`config.mk`:
```
export PLATFORM = sky130hd
export DESIGN_NAME = cmpx_core_host
export DESIGN_NICKNAME = d
export VERILOG_FILES = /design/src/rtl/cmpx_core_host.sv
export SDC_FILE = /design/constraint.sdc
export NUM_CORES = 1
export LEC_CHECK = 0
export ABC_CLOCK_PERIOD_IN_PS = 3700
export BUFFER_PORTS_ARGS = -buffer_cell sky130_fd_sc_hd__buf_2
export CAP_MARGIN = 0
export CORE_ASPECT_RATIO = 1.75
export CORE_MARGIN = 2
export CORE_UTILIZATION = 40
export DETAILED_ROUTE_END_ITERATION = 7
export PLACE_DENSITY = 0.65
export SLEW_MARGIN = 20
export SYNTH_ARGS = -nofsm -noshare
export SYNTH_HDL_FRONTEND = slang
export SYNTH_SLANG_ARGS = --single-unit
```
`constraint.sdc`:
```
create_clock -name clk -period 3.7 [get_ports clk]
set_input_delay 0.37 -clock clk [delete_from_list [all_inputs] [get_ports clk]]
set_output_delay 0.37 -clock clk [all_outputs]
set_load 0.01 [all_outputs]
```
`src/rtl/cmpx_core_host.sv`:
```
// cmpx_core_host: bridges a parallel request/response handshake to the core's
// 4-word input burst and 3-word output burst, with timeout and short-burst status.
module cmpx_core_host #(
   parameter int DATA_W  = 16,
   parameter int OUT_W   = 36,
   parameter int TIMEOUT = 16
) (
   input  logic              clk,
   input  logic              rst_n,
   input  logic              req_valid,
   output logic              req_ready,
   input  logic              req_mode,
   input  logic [DATA_W-1:0] req_a0,
   input  logic [DATA_W-1:0] req_a1,
   input  logic [DATA_W-1:0] req_b0,
   input  logic [DATA_W-1:0] req_b1,
   output logic              core_in_valid,
   output logic [DATA_W-1:0] core_in,
   output logic              core_in_mode,
   input  logic              core_out_valid,
   input  logic [OUT_W-1:0]  core_out,
   output logic              rsp_valid,
   input  logic              rsp_ready,
   output logic              rsp_mode,
   output logic [OUT_W-1:0]  rsp_r0,
   output logic [OUT_W-1:0]  rsp_r1,
   output logic [OUT_W-1:0]  rsp_r2,
   output logic [1:0]        rsp_status
);
   localparam int WW = TIMEOUT > 1 ? $clog2(TIMEOUT) : 1;
   localparam logic [WW-1:0] W_LAST = WW'(TIMEOUT - 1);

   typedef enum logic [2:0] {IDLE, SEND, WAIT, RECV, RESP} state_t;
   state_t state, state_nx;
   logic [DATA_W-1:0] a1, b0, b1;
   logic [1:0] scnt, rcnt;
   logic [WW-1:0] wcnt;

   assign req_ready = state == IDLE;
   assign rsp_valid = state == RESP;

   always_comb begin
      state_nx = state;
      case (state)
         IDLE: state_nx = req_valid ? SEND : IDLE;
         SEND: state_nx = scnt == 2'd3 ? WAIT : SEND;
         WAIT: state_nx = core_out_valid ? RECV : (wcnt == W_LAST ? RESP : WAIT);
         RECV: state_nx = (!core_out_valid || rcnt == 2'd2) ? RESP : RECV;
         RESP: state_nx = rsp_ready ? IDLE : RESP;
         default: state_nx = IDLE;
      endcase
   end

   // a0 goes straight out on the accepting edge, so only a1/b0/b1 are held
   always_ff @(posedge clk) begin
      if (!rst_n) begin
         state         <= IDLE;
         a1            <= '0;
         b0            <= '0;
         b1            <= '0;
         scnt          <= '0;
         rcnt          <= '0;
         wcnt          <= '0;
         core_in_valid <= 1'b0;
         core_in       <= '0;
         core_in_mode  <= 1'b0;
         rsp_mode      <= 1'b0;
         rsp_r0        <= '0;
         rsp_r1        <= '0;
         rsp_r2        <= '0;
         rsp_status    <= 2'b00;
      end else begin
         state         <= state_nx;
         core_in_valid <= 1'b0;
         core_in       <= '0;
         core_in_mode  <= 1'b0;
         case (state)
            IDLE: if (req_valid) begin
               a1            <= req_a1;
               b0            <= req_b0;
               b1            <= req_b1;
               rsp_mode      <= req_mode;
               rsp_r0        <= '0;
               rsp_r1        <= '0;
               rsp_r2        <= '0;
               rsp_status    <= 2'b00;
               scnt          <= '0;
               core_in_valid <= 1'b1;
               core_in       <= req_a0;
               core_in_mode  <= req_mode;
            end
            SEND: begin
               scnt <= scnt + 2'd1;
               wcnt <= '0;
               if (scnt != 2'd3) begin
                  core_in_valid <= 1'b1;
                  core_in_mode  <= rsp_mode;
                  core_in       <= scnt == 2'd0 ? a1 : (scnt == 2'd1 ? b0 : b1);
               end
            end
            WAIT: if (core_out_valid) begin
               rsp_r0 <= core_out;
               rcnt   <= 2'd1;
            end else begin
               wcnt <= wcnt + 1'b1;
               if (wcnt == W_LAST) rsp_status <= 2'b10;
            end
            RECV: if (core_out_valid) begin
               if (rcnt == 2'd1) rsp_r1 <= core_out;
               else rsp_r2 <= core_out;
               rcnt <= rcnt + 2'd1;
            end else rsp_status <= 2'b01;
            default: ;
         endcase
      end
   end
endmodule
```
==> run_results.csv <==
group,metric,value,unit
run_status,run_status,"finished, final reports clean",
clock_tree,cts.repair.resized,0,
synth,yosys_warnings,0,
synth,yosys-top-cells-count,"188 x sky130_fd_sc_hd__dfxtp_1, 155 x sky130_fd_sc_hd__a21boi_0, 122 x sky130_fd_sc_hd__nand2_1",
pwr,power.density_cell_area,424,nW/um^2
routing,detail_route.drc_violations,0,
worst_hold_path,worstHoldPathType,"in -> reg",
synth,synth_top_cells_by_area,"sky130_fd_sc_hd__dfxtp_1 46%, sky130_fd_sc_hd__a21boi_0 14%, sky130_fd_sc_hd__o211ai_1 8.3%",
clock_tree,hold_buffers,0,
routing,wirelength,24000,um
routing,routed-via-count,7485,
grt,globalRouteTotalUtil,21.6,%
placed_design,placement.io_buffers,236,
placed_design,gp_routability_congestion,0.791,
pwr,finalPower,0.00424,W
grt,grt_first_pass_wirelength,38100,um
clock_tree,clock_buffer_depth,2,
timing,hold_viol_final,0,
pwr,power_leakage,3.96,nW
timing,rsz0062_at_grt,"false",
clock_tree,tritoncts.num_buffers,17,
timing,maxClockFrequency,413,MHz
synth,yosysUniqueCellTypes,44,
clock_tree,cts_tree,"done",
grt,global_route.overflow_total,0,
floorplan,ioPinCount,237,
setup_path,worst_setup_path_start_kind,"flip-flop",
setup_path,timing.rr.start,"state[2]",
finish,layout.nets,1205,
synth,synth_enable_flop_cells,0,
floorplan,placementRows,69,
floorplan,chipHeight,193,um
clock_tree,htree_num_levels,4,
synth,async_flop_share,0,%
routing,number_of_iterations_in_the_first_detailed_routing_pass,5,
finish,antenna-diode-count,0,
routing,final_antenna_net_count,0,
floorplan,die_width,112,um
synth,syn_area_per_cell,8.82,um^2
setup_path,critical_path_arrival,2.76,ns
finish,layout-drive-gt1-share,28.2,%
pwr,ir_drop,0.000336,V
floorplan,initial_utilization,40.5,%
routing,route.detailed.vias_per_inst,5.53,
worst_hold_path,timing.hold.worst.start,"req_a0[0]",
synth,yosysTopAreaCell,"sky130_fd_sc_hd__dfxtp_1",
routing,avgRoutedWirePerCell,17.8,um
timing,timing.final.max_slew_violations,0,
grt,antenna_found_initial,0,
synth,synth_seq_area_share,46.0,%
synth,synth.ff_latch_count,188,
setup_path,worstPathRequired,4.03,ns
setup_path,crit_path_max_fanout,83,
synth,synth-main-ff-cell,"sky130_fd_sc_hd__dfxtp_1",
finish,stdcell_count,1353,
finish,flow.area_growth_from_synthesis,21.9,%
synth,synth_area,8190,um^2
synth,count_of_mapped_cells_out_of_synthesis,928,
placed_design,numPlacedInstances,1321,
timing,tns,0,ns
setup_path,setup.worst_path.start,"state[2]",
timing,final-setup-viol-count,0,
timing,slew-limit-headroom,26.2,%
timing,fin_crit,2.42,ns
clock_tree,clk-insertion-delay-late,0.42,ns
clock_tree,cts_sinks,188,
placed_design,detailedPlacementHpwl,15900,um
grt,number_of_global_route_vias_before_repair,6991,
clock_tree,clkSlewWorstSetupHoldPaths,0.07,ns
setup_path,worstSetupPathType,"reg -> reg",
placed_design,dpl_worst_slack,1.23,ns
timing,worst-slew-pin-transition,1.10,ns
floorplan,core_area,20200,um^2
synth,mappedNetlistNets,1040,
floorplan,floorplan_die_area,21700,um^2
routing,drtIter0Drc,581,
clock_tree,postCtsSetupBuffers,0,
synth,netlist.area_leader.share,46.0,%
timing,timing.clock.skew,0.00756,ns
setup_path,worst_setup_path_end_kind,"flip-flop",
synth,synthMostInstantiatedCell,"sky130_fd_sc_hd__dfxtp_1",
timing,timing.final.crit_share,65.5,%
timing,final.setup.worst_slack,1.28,ns
clock_tree,clock-root-buffer,"sky130_fd_sc_hd__clkbuf_16",
job,cap_violations,0,
grt,grt_max_degree,84,
[per-stage QoR]
stage               utilization [%]  cell area [um^2]  hold WS, ns
CTS                            49.3              9950        0.162
detailed placement             46.5              9400        0.441
finish                         49.4              9980        0.184
global route                   49.4              9980        0.174
global placement               46.5              9400        0.441
floorplan                         -              8190        0.438
[worst max-delay path, cell delays in order, from the launching register on]
cell and delay, ns:
sky130_fd_sc_hd__dfxtp_1 0.87, sky130_fd_sc_hd__or4b_4 0.87, sky130_fd_sc_hd__buf_12 0.31, sky130_fd_sc_hd__nand2_1 0.07, sky130_fd_sc_hd__a21boi_0 0.19
[final timing paths]
path / end / slack (ns) / depth (start not counted)
worst max-delay path: b0[11] / 1.28 / 4
worst min register to register: rsp_status[1] / 0.46 / 2
worst max register to register: b0[11] / 1.28 / 4
worst min-delay path: core_in[0] / 0.18 / 3
[per-layer routing]
metal  wire length (um)  track usage [%]  up-vias
li1                   -                -     3664
met1               9510             26.0     3543
met2              12300             37.0      242
met3               1570             5.48       36
met4                619             7.95        0
met5                  0                0        -
[where the power goes]
group | switching (W) | total [W] | internal [W]
sequential | 0.0000229 | 0.00209 | 0.00207
clock | 0.000787 | 0.00177 | 0.000979
combinational | 0.000229 | 0.000376 | 0.000147
total | 0.00104 | 0.00424 | 0.00320
[sequential cells by signal, summed over array words and instances, names as in the netlist]
signal,cells
a1,16
b0,16
b1,16
core_in,16
core_in_mode,1
core_in_valid,1
rcnt,2
rsp_mode,1
rsp_r0,36
rsp_r1,36
rsp_r2,36
rsp_status,2
scnt,2
state,3
wcnt,4
[final cells by class]
cell class	instances	area (um^2)
inverter	6	22.5
clock buffer	21	470
multi-input combinational	629	4000
fill	1977	10200
sequential	188	3760
timing repair buffer	251	1330
tap	248	310
clock inverter	10	88.8
[kinds of logic after synthesis]
group | Yosys count | share of synthesized area, %
simple gates | 279 | 16.9
mux | 17 | 2.32
fa+ha+maj | 6 | 0.917
compound gates | 327 | 28.2
flops | 188 | 46.0
buf+inv | 111 | 5.75
[cell usage in the layout (no fill, tap or decap), types with 21 or more instances in the layout]
master	n
sky130_fd_sc_hd__nand3_1	73
sky130_fd_sc_hd__buf_2	235
sky130_fd_sc_hd__dfxtp_1	187
sky130_fd_sc_hd__a21boi_0	155
sky130_fd_sc_hd__o21ai_0	39
sky130_fd_sc_hd__o211ai_1	90
sky130_fd_sc_hd__a21oi_1	24
sky130_fd_sc_hd__nand2_1	122
sky130_fd_sc_hd__nand2b_1	21
sky130_fd_sc_hd__nand4_1	36
No activity file was read; power rests on OpenSTA's default activity.
